==> src/rtl/carry_tally_pkg.sv <==
// Shared definitions for the carry tally display: segment constants,
// the digit index type with its named positions, and a BCD increment helper.
package carry_tally_pkg;

  // Active-low segment patterns, bit order {g,f,e,d,c,b,a}
  localparam logic [6:0] SEG_BLANK = 7'h7F;
  localparam logic [6:0] SEG_DASH  = 7'h3F;

  typedef logic [1:0] digit_idx_t;

  localparam digit_idx_t IDX_QIN  = 2'd0;
  localparam digit_idx_t IDX_ONES = 2'd1;
  localparam digit_idx_t IDX_TENS = 2'd2;
  localparam digit_idx_t IDX_OVF  = 2'd3;

  // Two-digit BCD increment. 99 rolls over to 00; the caller detects the wrap.
  function automatic logic [7:0] bcd_inc(input logic [7:0] v);
    logic [3:0] ones;
    logic [3:0] tens;
    ones = v[3:0];
    tens = v[7:4];
    if (ones == 4'd9) begin
      ones = 4'd0;
      tens = (tens == 4'd9) ? 4'd0 : tens + 4'd1;
    end else begin
      ones = ones + 4'd1;
    end
    return {tens, ones};
  endfunction

endpackage

==> src/rtl/seg7_decode.sv <==
// Hex nibble to 7-segment decoder, active-low outputs {g,f,e,d,c,b,a}.
module seg7_decode (
  input  logic [3:0] nib,
  output logic [6:0] seg
);

  logic [6:0] lit;

  // Lit-segment pattern per hex digit, inverted for active-low drive
  always_comb begin
    lit = 7'h00;
    case (nib)
      4'h0: lit = 7'h3F;
      4'h1: lit = 7'h06;
      4'h2: lit = 7'h5B;
      4'h3: lit = 7'h4F;
      4'h4: lit = 7'h66;
      4'h5: lit = 7'h6D;
      4'h6: lit = 7'h7D;
      4'h7: lit = 7'h07;
      4'h8: lit = 7'h7F;
      4'h9: lit = 7'h6F;
      4'hA: lit = 7'h77;
      4'hB: lit = 7'h7C;
      4'hC: lit = 7'h39;
      4'hD: lit = 7'h5E;
      4'hE: lit = 7'h79;
      4'hF: lit = 7'h71;
      default: lit = 7'h00;
    endcase
    seg = ~lit;
  end

endmodule

==> src/rtl/carry_tally_display.sv <==
// Counts rising edges of an upstream carry flag into a two-digit BCD tally
// with a sticky overflow flag, and scans a 4-digit multiplexed 7-segment
// display: q_in (hex), tally ones, tally tens, overflow dash.
// Build option: define ZERO_BLANK_EN to blank the tens digit while it is 0.
// Interface: carry_in is a level; only its 0->1 transition counts. clr is a
// synchronous level that wins over a coincident carry edge.
module carry_tally_display
  import carry_tally_pkg::*;
#(
  parameter int unsigned SCAN_DIV = 1000
) (
  input  logic       clk,
  input  logic       rst_n,
  input  logic [3:0] q_in,
  input  logic       carry_in,
  input  logic       clr,
  output logic [6:0] seg,
  output logic [3:0] an,
  output logic [7:0] tally
  ,
  output logic       ovf
);

  localparam logic [15:0] DIV_LAST = 16'(SCAN_DIV - 1);

  logic       carry_d_q, carry_d_d;
  logic [7:0] tally_q, tally_d;
  logic       ovf_q, ovf_d;
  logic [15:0] div_q, div_d;
  digit_idx_t idx_q, idx_d;
  logic [6:0] seg_q, seg_d;
  logic [3:0] an_q, an_d;

  logic       carry_evt;
  logic [3:0] digit_nib;
  logic       force_blank;
  logic       force_dash;
  logic [6:0] dec_seg;

  seg7_decode u_dec (
    .nib (digit_nib),
    .seg (dec_seg)
  );

  // Tally update: clr first, otherwise one BCD step per carry rising edge
  always_comb begin
    carry_evt = carry_in & ~carry_d_q;
    carry_d_d = carry_in;
    tally_d   = tally_q;
    ovf_d     = ovf_q;
    if (clr) begin
      tally_d = 8'h00;
      ovf_d   = 1'b0;
    end else if (carry_evt) begin
      tally_d = bcd_inc(tally_q);
      if (tally_q == 8'h99) ovf_d = 1'b1;
    end
  end

  // Scan divider; the digit index advances on the divider's terminal count
  always_comb begin
    div_d = div_q + 16'd1;
    idx_d = idx_q;
    if (div_q == DIV_LAST) begin
      div_d = 16'd0;
      idx_d = digit_idx_t'(idx_q + 2'd1);
    end
  end

  // Select the digit content for the current index and form the next outputs
  always_comb begin
    digit_nib   = 4'h0;
    force_blank = 1'b0;
    force_dash  = 1'b0;
    case (idx_q)
      IDX_QIN:  digit_nib = q_in;
      IDX_ONES: digit_nib = tally_q[3:0];
      IDX_TENS: begin
        digit_nib = tally_q[7:4];
`ifdef ZERO_BLANK_EN
        force_blank = (tally_q[7:4] == 4'h0);
`else
        force_blank = 1'b0;
`endif
      end
      IDX_OVF: begin
        force_dash  = ovf_q;
        force_blank = ~ovf_q;
      end
      default: digit_nib = 4'h0;
    endcase
    if (force_dash)       seg_d = SEG_DASH;
    else if (force_blank) seg_d = SEG_BLANK;
    else                  seg_d = dec_seg;
    an_d = ~(4'b0001 << idx_q);
  end

  // State registers; carry_d resets high so a carry held through reset is ignored
  always_ff @(posedge clk) begin
    if (!rst_n) begin
      carry_d_q <= 1'b1;
      tally_q   <= 8'h00;
      ovf_q     <= 1'b0;
      div_q     <= 16'd0;
      idx_q     <= IDX_QIN;
      seg_q     <= SEG_BLANK;
      an_q      <= 4'hF;
    end else begin
      carry_d_q <= carry_d_d;
      tally_q   <= tally_d;
      ovf_q     <= ovf_d;
      div_q     <= div_d;
      idx_q     <= idx_d;
      seg_q     <= seg_d;
      an_q      <= an_d;
    end
  end

  assign seg   = seg_q;
  assign an    = an_q;
  assign tally = tally_q;
  assign ovf   = ovf_q;

endmodule

==> config.mk <==
export PLATFORM = sky130hd
export DESIGN_NAME = carry_tally_display
export DESIGN_NICKNAME = d
export VERILOG_FILES = /design/src/rtl/carry_tally_pkg.sv /design/src/rtl/seg7_decode.sv /design/src/rtl/carry_tally_display.sv
export SDC_FILE = /design/constraint.sdc
export NUM_CORES = 1
export LEC_CHECK = 0
export BUFFER_PORTS_ARGS = -buffer_cell sky130_fd_sc_hd__buf_2
export CELL_PAD_IN_SITES_DETAIL_PLACEMENT = 1
export CELL_PAD_IN_SITES_GLOBAL_PLACEMENT = 2
export CORE_ASPECT_RATIO = 1.1
export CORE_MARGIN = 4
export CORE_UTILIZATION = 35
export CTS_BUF_LIST = sky130_fd_sc_hd__clkbuf_4 sky130_fd_sc_hd__clkbuf_8 sky130_fd_sc_hd__clkbuf_16
export CTS_CLUSTER_DIAMETER = 40
export DETAILED_ROUTE_END_ITERATION = 10
export GPL_TIMING_DRIVEN = 0
export PLACE_DENSITY = 0.82
export SLEW_MARGIN = 25
export SYNTH_ARGS = -nofsm -noshare
export SYNTH_HDL_FRONTEND = slang
export SYNTH_HIERARCHICAL = 1
export SYNTH_SLANG_ARGS = --single-unit
==> constraint.sdc <==
create_clock -name clk -period 2.5 [get_ports clk]
set_input_delay 0.25 -clock clk [delete_from_list [all_inputs] [get_ports clk]]
set_output_delay 0.25 -clock clk [all_outputs]
set_load 0.1 [all_outputs]
# After elaboration in Yosys (flattened, before gate mapping)
# Memories as Yosys holds them, arrays and structs flattened.
# Cells that the tools add are included.
# word_totals
regBits,39
latchBits,0
ram_bits,0
mem_bits_ro,112
out_inout_bits,20
mem_count,1
# memory_table
name,words,width,read_ports,rd_clocked_by_memory_dff,wr,line_no,text
(name not given),16,7,1,0,0,seg7_decode.sv:12,case (nib)
# classes
addsub,4
n_mul,0
n_div,0
n_lt_le_gt_ge,0
n_eq_ne,7
n_shift,1
n_mux,7
bitwise_logic,6
n_reduce_logical,6
# op_table
cell,n
"16-bit by 1-bit adder with 16-bit output, second input constant",1
"16-bit by 10-bit == test with 1-bit output, second input constant",1
7-bit 2-to-1 mux,2
4-bit one-hot mux with 3 select lines,1
"4-bit by 1-bit adder with 4-bit output, second input constant",2
"4-bit == test, second input constant",2
"8-bit == test, second input constant",1
4-bit 2-to-1 mux,2
7-bit inverter,1
"2-bit == test, second input constant",2
4-bit inverter,1
2-bit AND reduction,2
2-bit OR reduction,2
"1-bit by 2-bit left shift with 4-bit output, first input constant",1
1-bit inverter,3
3-bit OR reduction,1
"2-bit by 1-bit adder with 2-bit output, second input constant",1
"2-bit by 1-bit == test with 1-bit output, second input constant",1
2-bit logical NOT,1
1-bit 2-to-1 mux,2
1-bit AND,1

# Logic depth before layout (Yosys ltp)
# Gate-level depths: netlist of the first run.
# An unclocked memory read counts as a cell.
# depth
ltp_word,6
ltp_mapped,11
depth_no_buf,11

# Hierarchy
# Netlist of the first run, hierarchy kept.
# modules_own_cells
module,instances,cells_per_inst,area_per_inst_um2
carry_tally_display,1,173,1657.8
seg7_decode,1,31,252.7

# Worst setup path before layout of the first run
# No wires, ideal clock.
# synth_timing
kind,register -> register
start,"register tally_q[1], in the netlist tally[1]"
end,"register seg_q[3], in the netlist seg[3]"
setup_ns,0.127
t_arrival_ns,2.560
slack_ns,-0.186
stages_incl_launch_ff,8
n_path_buf,0
cell_sequence,dfxtp_1 a222oi_1 nor2_1 inv_1 ha_1 inv_1 mux4_1 nand2b_1
# synth_via
elab_chain_cells,3
# synth_lines
item,line_no,text
"start, declared",carry_tally_display.sv:27,"logic [7:0] tally_q, tally_d;"
"start signal, assigned",carry_tally_display.sv:110,tally_q <= tally_d;
4-bit one-hot mux with 3 select lines,carry_tally_display.sv:75,case (idx_q)
via digit_nib[1],carry_tally_display.sv:35,logic [3:0] digit_nib;
memory 16 x 7 bit,--,
7-bit inverter,seg7_decode.sv:31,seg = ~lit;
via dec_seg[3],carry_tally_display.sv:38,logic [6:0] dec_seg;
"end signal, assigned",carry_tally_display.sv:114,seg_q <= seg_d;
"end, declared",carry_tally_display.sv:31,"logic [6:0] seg_q, seg_d;"
# The timed path passes the listed nets, and every way through them passes these cells.
# A chain may end at the register's enable or synchronous reset.

# Worst setup path in the final report of the first run
# layout_timing
start,register idx_q[1]
end,"register seg_q[3], in the netlist seg[3]"
# layout_via
elab_chain_cells,4
# layout_lines
item,line_no,text
"start, declared",carry_tally_display.sv:30,"digit_idx_t idx_q, idx_d;"
"start signal, assigned",carry_tally_display.sv:113,idx_q <= idx_d;
"2-bit == test, or another cell as far along",carry_tally_display.sv:75,
4-bit one-hot mux with 3 select lines (*),carry_tally_display.sv:75,
via digit_nib[0],carry_tally_display.sv:35,
memory 16 x 7 bit (*),--,
7-bit inverter (*),seg7_decode.sv:31,
via dec_seg[3],carry_tally_display.sv:38,
# The timed path passes the listed nets; every way through them passes the cells marked *.

==> results.sh, run 1 <==
export IMPL_outcome="finished clean"
export IMPL_fill_cells=620
export IMPL_clkPwrFrac_pct=34.1
export IMPL_switching_power_w=0.000338
export IMPL_crit_required_ns=2.66
export IMPL_ys_warn_count=6
export IMPL_drv_cap=0
export IMPL_worstHoldPathType="primary input to register"
export IMPL_overflow=0
export IMPL_syn_inst=204
export IMPL_p_leak_nw=0.884
export IMPL_mappedNetlistNets=223
export IMPL_cts_tree="done"
export IMPL_wire_per_inst_um=13.1
export IMPL_n_antenna_cell=0
export IMPL_avgSynthCellArea_um2=9.37
export IMPL_die_w_um=78.4
export IMPL_ys_async_sr_fraction_pct=0
export IMPL_start_util_pct=37.2
export IMPL_p_seq_share_pct=52.1
export IMPL_p_int_w=0.000898
export IMPL_comb_power_share_pct=13.8
export IMPL_drive_above_1_share_pct=24.8
export IMPL_synth_edff_count=0
export IMPL_worstMarginPinSlew_ns=0.497
export IMPL_drc=0
export IMPL_grt_pass1_vias=1492
export IMPL_cp_max_fo=5
export IMPL_ys_top_cells_by_count="dfxtp_1, nor2_1, xnor2_1, nand2_1, ha_1"
export IMPL_finalPower_w=0.00124
export IMPL_ys_flop_type="dfxtp_1"
export IMPL_root_buffer="clkbuf_8"
export IMPL_synth_seq_area_share_pct=40.9
export IMPL_yosysTopAreaCell="dfxtp_1"
export IMPL_critPathBufInv=3
export IMPL_synth_cell_types=39
export IMPL_min_period_ns=2.31
export IMPL_crit_path_top_delay_cell="mux4_1"
export IMPL_cp_arrival_ns=2.47
export IMPL_die_area_um2=6710
export IMPL_final_net_count=257
export IMPL_vias=1486
export IMPL_clkSinkCount=39
export IMPL_fin_skew_ns=0.00696
export IMPL_p_sw_share_pct=27.4
export IMPL_crit_path_start_kind="register"
export IMPL_setup_violations_final=0
export IMPL_max_freq_ghz=0.433
export IMPL_port_buffers=27
export IMPL_critPathKind="register to register"
export IMPL_coreArea_um2=5130
export IMPL_finalHoldViolations=0
export IMPL_drt_antenna_violating_nets=0
export IMPL_dpl_hpwl_mm=3.11
export IMPL_holdBufCountCts=0
export IMPL_clk_latency_ns=0.29
export IMPL_synth_top_cells_by_area="dfxtp_1, ha_1, xnor2_1"
export IMPL_num_rows=27
export IMPL_ir_drop_mv=0.200
export IMPL_syn_area_um2=1910
export IMPL_slowest_delay_ns=0.46
export IMPL_ios=28
export IMPL_crit_top_cell="inv_1"
export IMPL_r2r_slack_ns=0.19
export IMPL_period_share_pct=92.4
export IMPL_routed_via_density=4.79
export IMPL_grt_pass1_wl_mm=6.96
export IMPL_antenna_found_initial=0
export IMPL_drv_slew=0
export IMPL_postCtsSetupRepairBufs=0
export IMPL_synth_top_area_share_pct=40.9
export IMPL_cp_cell_sequence="inv_1, ha_1, a222oi_1, nor2_2, inv_1, ha_1, inv_1, mux4_1, nand2b_1"
export IMPL_rsz0062_at_grt="false"
export IMPL_clk_pin_slew_worst_paths_ns=0.08
export IMPL_firstDrtPassIters=6
export IMPL_syn_to_final_growth_pct=17.0
export IMPL_die_h_um=85.5
export IMPL_cellPowerDensity_nw_per_um2=553
export IMPL_grt_start_max_net_pins=12
export IMPL_grtUsageTotal_pct=13.1
export IMPL_worst_slew_margin_rel_pct=67.1
export IMPL_drt_wl_total_mm=4.07
export IMPL_endpoint_kind="register"
export IMPL_ys_ff_latch=39
export IMPL_htree_levels=2
export IMPL_place_congestion=0.770
export IMPL_drt_iter0_markers=51
export IMPL_setup_tns_final_ns=0
export IMPL_cts_buffer_depth=2
export IMPL_synth_most_common_cell="dfxtp_1"
export IMPL_cp_top_family="multiplexers"
export IMPL_cts_buffers=5
[area by class of cell]
type                       count  area (um2)  area share (%)
multi-input combinational    151        1070            47.7
sequential                    39         788            35.3
timing repair buffer          27         135            6.04
tap                           72        90.1            4.03
clock buffer                   6        82.6            3.69
buffer                         5        35.0            1.57
inverter                       9        33.8            1.51
clock inverter                 1        5.00           0.224
[repair_timing]
item / CTS / global route
endpoints found under the setup margin: 0 / 3
gates resized for setup: 0 / 5
hold endpoints to repair: 0 / 0
[path summary, 6_finish.rpt]
kind,from,to,cells past startpoint
worst max-delay path,idx_q[1],seg[3],9
worst min-delay path,carry_in,carry_d_q,2
worst max register to register,idx_q[1],seg[3],9
worst min register to register,div_q[0],div_q[0],1
[stage by stage]
stage               hold slack (ns)  util, %  setup slack (ns)  area, um2  cells
finish                        0.198     43.5             0.191       2240    310
global route                  0.202     43.5           0.00794       2240    310
CTS                           0.192     43.4            0.0653       2230    310
detailed placement            0.480     41.7            0.0855       2140    303
global placement              0.460     41.7             0.124       2140    303
floorplan                     0.323        -             0.208       1920    204
[layer usage]
layer | up-vias | global-route usage [%] | wire length, um
met5 | - | 0 | 0
met4 | 0 | 4.77 | 61
met3 | 7 | 3.99 | 158
met2 | 24 | 23.4 | 2040
met1 | 685 | 14.7 | 1810
li1 | 770 | - | -
[power groups by stage]
stage	Combinational [W]	Sequential [W]	Clock, W
finish	0.000170	0.000645	0.000421
detailed placement	0.000172	0.000659	0
floorplan	0.0000599	0.000736	0
CTS	0.000172	0.000645	0.000449
global route	0.000183	0.000647	0.000483
global placement	0.000170	0.000659	0
[layout by cell type (no fill, tap or decap), types with 4 or more instances in the layout]
cell	instances
dfxtp_1	33
inv_1	8
nand2b_1	9
nor2_1	23
nor3_1	6
clkbuf_8	6
dfxtp_2	6
ha_1	11
xnor2_1	15
mux2i_1	5
nor4_1	5
a222oi_1	4
nand3_1	7
nand2_1	13
buf_2	28
nor2b_1	8
nor2_2	8
xor2_1	4
[cell families after synthesis]
logic type | count (synthesis) | share of synthesized area (%)
compound gates | 17 | 6.55
xor+xnor | 19 | 8.71
simple gates | 98 | 29.1
mux | 6 | 4.00
fa+ha+maj | 11 | 7.20
flops | 39 | 40.9
buf+inv | 14 | 3.60
[flip-flops by register name, indices dropped and copies added, names as in the netlist]
name,count
an,4
carry_d_q,1
div_q,16
idx_q,2
ovf,1
seg,7
tally,8
Power figures use the tool's default switching activity.
==> run 2: changes to the inputs <==
BUFFER_PORTS_ARGS = not set   (was -buffer_cell sky130_fd_sc_hd__buf_2)
CORE_UTILIZATION = 38   (was 35)
DONT_BUFFER_PORTS = 1   (was not set)
PLACE_DENSITY = 0.8   (was 0.82)
==> results.sh, run 2 (same netlist as run 1, synthesis figures left out) <==
export IMPL_place_area_um2=1990
export IMPL_min_period_ns=2.32
export IMPL_critPathBufInv=2
export IMPL_cp_max_fo=5
export IMPL_antenna_found_initial=0
export IMPL_drt_iter0_markers=75
export IMPL_grt_start_max_net_pins=14
export IMPL_crit_path_start_kind="register"
export IMPL_p_leak_nw=0.784
export IMPL_rsz0062_at_grt="true"
export IMPL_largest_reg_flops=16
export IMPL_crit_path_top_delay_cell="dfxtp_2"
export IMPL_routed_via_density=5.31
export IMPL_cp_depth=7
export IMPL_cp_top_family="flip-flops"
export IMPL_drt_wl_total_mm=4.12
export IMPL_outcome="finished clean"
export IMPL_root_buffer="clkbuf_8"
export IMPL_critPathKind="register to register"
export IMPL_cp_cell_sequence="a222oi_1, nor2_2, inv_1, ha_1, inv_1, mux4_1, nand2b_1"
export IMPL_postCtsSetupRepairBufs=0
export IMPL_r2r_start="tally[4]"
export IMPL_setup_tns_final_ns=0
export IMPL_slowest_delay_ns=0.70
export IMPL_ios=28
export IMPL_hold_end="carry_d_q"
export IMPL_dpl_hpwl_mm=3.25
export IMPL_finalHoldViolations=0
export IMPL_holdPathStages=1
export IMPL_final_cell_mix="dfxtp_1, nor2_1, xnor2_1"
export IMPL_drv_cap=0
export IMPL_firstDrtPassIters=5
export IMPL_period_share_pct=92.7
export IMPL_die_h_um=82.4
export IMPL_clk_latency_ns=0.29
export IMPL_drc=0
export IMPL_place_congestion=0.781
export IMPL_multi_input_area_um2=1070
export IMPL_worstMarginPinSlew_ns=0.996
export IMPL_worstHoldPathType="primary input to register"
export IMPL_cellPowerDensity_nw_per_um2=624
export IMPL_htree_levels=2
export IMPL_clk_pin_slew_worst_paths_ns=0.08
export IMPL_fill_cells=545
export IMPL_grtUsageTotal_pct=14.9
export IMPL_syn_to_final_growth_pct=10.7
export IMPL_r2r_end="seg[3]"
export IMPL_final_net_count=230
export IMPL_wire_per_inst_um=15.4
export IMPL_grt_pass1_wl_mm=7.02
export IMPL_drt_antenna_violating_nets=0
export IMPL_die_w_um=75.6
export IMPL_layout_commonest_cell="dfxtp_1"
export IMPL_cts_buffer_depth=2
export IMPL_clkSinkCount=39
export IMPL_worst_slew_margin_rel_pct=33.5
export IMPL_drive_above_1_share_pct=17.0
export IMPL_setup_violations_final=0
export IMPL_worstRegToRegCells=7
export IMPL_register_area_um2=797
export IMPL_r2r_slack_ns=0.18
export IMPL_endpoint_kind="register"
export IMPL_die_area_um2=6230
export IMPL_grt_pass1_vias=1462
export IMPL_cts_tree="done"
export IMPL_cp_arrival_ns=2.49
export IMPL_crit_required_ns=2.67
export IMPL_max_freq_ghz=0.431
export IMPL_crit_top_cell="inv_1"
export IMPL_n_antenna_cell=0
export IMPL_fin_skew_ns=0.00674
export IMPL_cts_buffers=5
export IMPL_finalPower_w=0.00132
export IMPL_drv_slew=0
export IMPL_vias=1424
export IMPL_finalInstanceArea_um2=2110
export IMPL_ir_drop_mv=0.271
export IMPL_coreArea_um2=4750
export IMPL_port_buffers=0
export IMPL_start_util_pct=40.2
export IMPL_final_util_pct=44.5
export IMPL_overflow=0
export IMPL_largest_register="div_q"
export IMPL_min_from="rst_n"
export IMPL_num_rows=26
-- run 2: changes by cell type in the layout (fill, tap and decap cells not counted) --
cell	change
clkbuf_8	-1
buf_2	-27
dfxtp_4	+2
clkinv_4	+1
dfxtp_1	-3
dfxtp_2	+1
bufinv_16	+1
-- run 2: timing repair --
action	4_1_cts	5_1_grt
hold buffers	0	0
gates cloned	0	0
resized for setup	3	5
setup endpoints to repair	2	4
pin swaps	0	2
-- run 2: final cells by class --
type                    count  share of cell area (%)
plain buffers               5                    1.66
clock buffers               5                    3.25
clock inverters             3                    2.07
inverters                   9                    1.60
multi-input cells         151                    50.4
flip-flops and latches     39                    37.7
well taps                  56                    3.31
-- run 2: worst max path at each step --
stage / startpoint / to / slack [ns]
final: tally[4] / seg[3] / 0.18
after floorplan: tally[0] / seg[3] / 0.21
after detailed placement: tally[1] / seg[3] / -0.09
after CTS: tally[5] / seg[3] / 0.007
after global placement: tally[1] / seg[3] / -0.02
after global routing: idx_q[1] / seg[0] / -0.04
-- run 2: layer usage --
layer  vias up  GRT usage, %  part of all wire (%)
met1       686          16.7                    42
met5         -             0                     0
met2        18          26.2                    53
li1        714             -                     -
met3         6          4.84                   4.4
met4         0          5.24                   1.3
-- run 2: stage by stage --
stage	hold WS [ns]	setup WS, ns	cells
floorplan	0.323	0.208	204
global placement	0.327	-0.0160	260
detailed placement	0.337	-0.0866	260
CTS	0.0224	0.00713	268
global route	0.0187	-0.0425	268
finish	0.0352	0.182	268
-- run 2: report_power, final --
| group | switching (W) | internal (W) |
|---|---|---|
| clock network | 0.000225 | 0.000297 |
| logic | 0.0000395 | 0.0000346 |
| registers | 0.0000888 | 0.000634 |
| total | 0.000353 | 0.000966 |
==> run 3: changes to the inputs <==
==> constraint.sdc (replaced) <==
create_clock -name clk -period 2.5 [get_ports clk]
set_input_delay 0.25 -clock clk [delete_from_list [all_inputs] [get_ports clk]]
set_output_delay 0.25 -clock clk [all_outputs]
set_load 0.01 [all_outputs]
==> results.sh, run 3 (same netlist as run 1, synthesis figures left out) <==
export IMPL_antenna_found_initial=0
export IMPL_switching_power_w=0.000284
export IMPL_rsz0062_at_grt="false"
export IMPL_final_net_count=230
export IMPL_grt_start_max_net_pins=14
export IMPL_grt_use_met2_pct=25.4
export IMPL_drv_slew=0
export IMPL_die_w_um=75.6
export IMPL_place_congestion=0.753
export IMPL_worstHoldPathType="primary input to register"
export IMPL_post_place_cells=260
export IMPL_p_leak_nw=0.784
export IMPL_final_cells=268
export IMPL_cp_cell_sequence="inv_1, ha_1, a222oi_1, nor2_2, inv_2, ha_1, inv_1, mux4_1, nand2b_1"
export IMPL_clkSinkCount=39
export IMPL_finalPower_w=0.00135
export IMPL_ios=28
export IMPL_clk_latency_ns=0.29
export IMPL_wire_per_inst_um=15.4
export IMPL_drv_cap=0
export IMPL_grt_pass1_vias=1532
export IMPL_final_cell_mix="dfxtp_1, nor2_1, xnor2_1"
export IMPL_fill_cells=571
export IMPL_p_int_w=0.00107
export IMPL_fin_hold_ws_ns=0.0275
export IMPL_outcome="finished clean"
export IMPL_clk_pin_slew_worst_paths_ns=0.08
export IMPL_dpl_hpwl_mm=3.11
export IMPL_critPathKind="register to register"
export IMPL_critPathBufInv=3
export IMPL_cts_tree="done"
export IMPL_fin_skew_ns=0.0110
export IMPL_drc=0
export IMPL_p_seq_share_pct=48.1
export IMPL_finalHoldViolations=0
export IMPL_drive_above_1_share_pct=14.6
export IMPL_ir_drop_mv=0.361
export IMPL_period_share_pct=93.4
export IMPL_drt_antenna_violating_nets=0
export IMPL_crit_path_start_kind="register"
export IMPL_worst_slew_margin_rel_pct=70.8
export IMPL_endpoint_kind="register"
export IMPL_multi_input_area_um2=1070
export IMPL_p_sw_share_pct=21.0
export IMPL_cp_arrival_ns=2.49
export IMPL_clkPwrFrac_pct=46.2
export IMPL_cellPowerDensity_nw_per_um2=637
export IMPL_final_util_pct=44.8
export IMPL_crit_required_ns=2.66
export IMPL_firstDrtPassIters=5
export IMPL_slowest_delay_ns=0.49
export IMPL_crit_path_top_delay_cell="mux4_1"
export IMPL_cp_max_fo=5
export IMPL_start_util_pct=40.2
export IMPL_drt_wl_total_mm=4.12
export IMPL_max_freq_ghz=0.428
export IMPL_min_period_ns=2.34
export IMPL_routed_via_density=5.33
export IMPL_grt_pass1_wl_mm=7.16
export IMPL_htree_levels=2
export IMPL_root_buffer="clkbuf_8"
export IMPL_grtUsageTotal_pct=15.1
export IMPL_die_h_um=82.4
export IMPL_num_rows=26
export IMPL_n_antenna_cell=0
export IMPL_met1_usage_pct=18.2
export IMPL_largest_register="div_q"
export IMPL_r2r_slack_ns=0.16
export IMPL_drt_iter0_markers=82
export IMPL_comb_power_share_pct=5.7
export IMPL_die_area_um2=6230
export IMPL_overflow=0
export IMPL_layout_commonest_cell="dfxtp_1"
export IMPL_worstMarginPinSlew_ns=0.436
export IMPL_setup_violations_final=0
export IMPL_largest_reg_flops=16
export IMPL_use_met3_pct=5.33
export IMPL_syn_to_final_growth_pct=11.3
export IMPL_coreArea_um2=4750
export IMPL_cts_buffers=5
export IMPL_busiest_layer="met2"
export IMPL_cp_top_family="multiplexers"
export IMPL_register_area_um2=783
export IMPL_postCtsSetupRepairBufs=0
export IMPL_vias=1428
export IMPL_setup_tns_final_ns=0
export IMPL_port_buffers=0
export IMPL_cts_buffer_depth=2
run 3: worst paths after layout:
kind / startpoint / endpoint / depth (start not counted)
setup / recovery: idx_q[0] / seg[3] / 9
hold / removal: rst_n / carry_d_q / 1
setup reg to reg: idx_q[0] / seg[3] / 9
hold reg to reg: div_q[0] / div_q[0] / 1
run 3: per-layer routing:
| layer | vias up | wire (um) |
|---|---|---|
| met2 | 30 | 1990 |
| met4 | 0 | 43 |
| li1 | 714 | - |
| met1 | 679 | 1830 |
| met5 | - | 0 |
| met3 | 5 | 252 |
run 3: layout make-up:
class,instances,area share (%)
Buffer,5,1.65
Clock buffer,5,3.24
Clock inverter,3,3.18
Inverter,9,1.59
Multi-Input combinational cell,151,50.2
Sequential cell,39,36.8
Tap cell,56,3.29
run 3: what timing repair did:
action	CTS	global route
setup endpoints to repair	1	3
pin swaps	0	2
gates resized for setup	1	6
cloned	0	0
hold buffers	0	0
run 3: per-stage QoR:
step	instance area (um2)	setup WS [ns]
floorplan	1910	0.408
global placement	1980	0.144
detailed placement	1980	0.0334
CTS	2120	0.00910
global route	2130	0.0379
finish	2130	0.164
run 3: power groups by stage:
| stage | Clock [W] | Sequential, W | Combinational [W] |
|---|---|---|---|
| 2_1_floorplan | 0 | 0.000664 | 0.0000599 |
| 3_3_place_gp | 0 | 0.000666 | 0.0000721 |
| 3_5_place_dp | 0 | 0.000667 | 0.0000762 |
| 4_1_cts | 0.000640 | 0.000652 | 0.0000774 |
| 5_1_grt | 0.000677 | 0.000654 | 0.0000863 |
| 6_report | 0.000626 | 0.000652 | 0.0000768 |
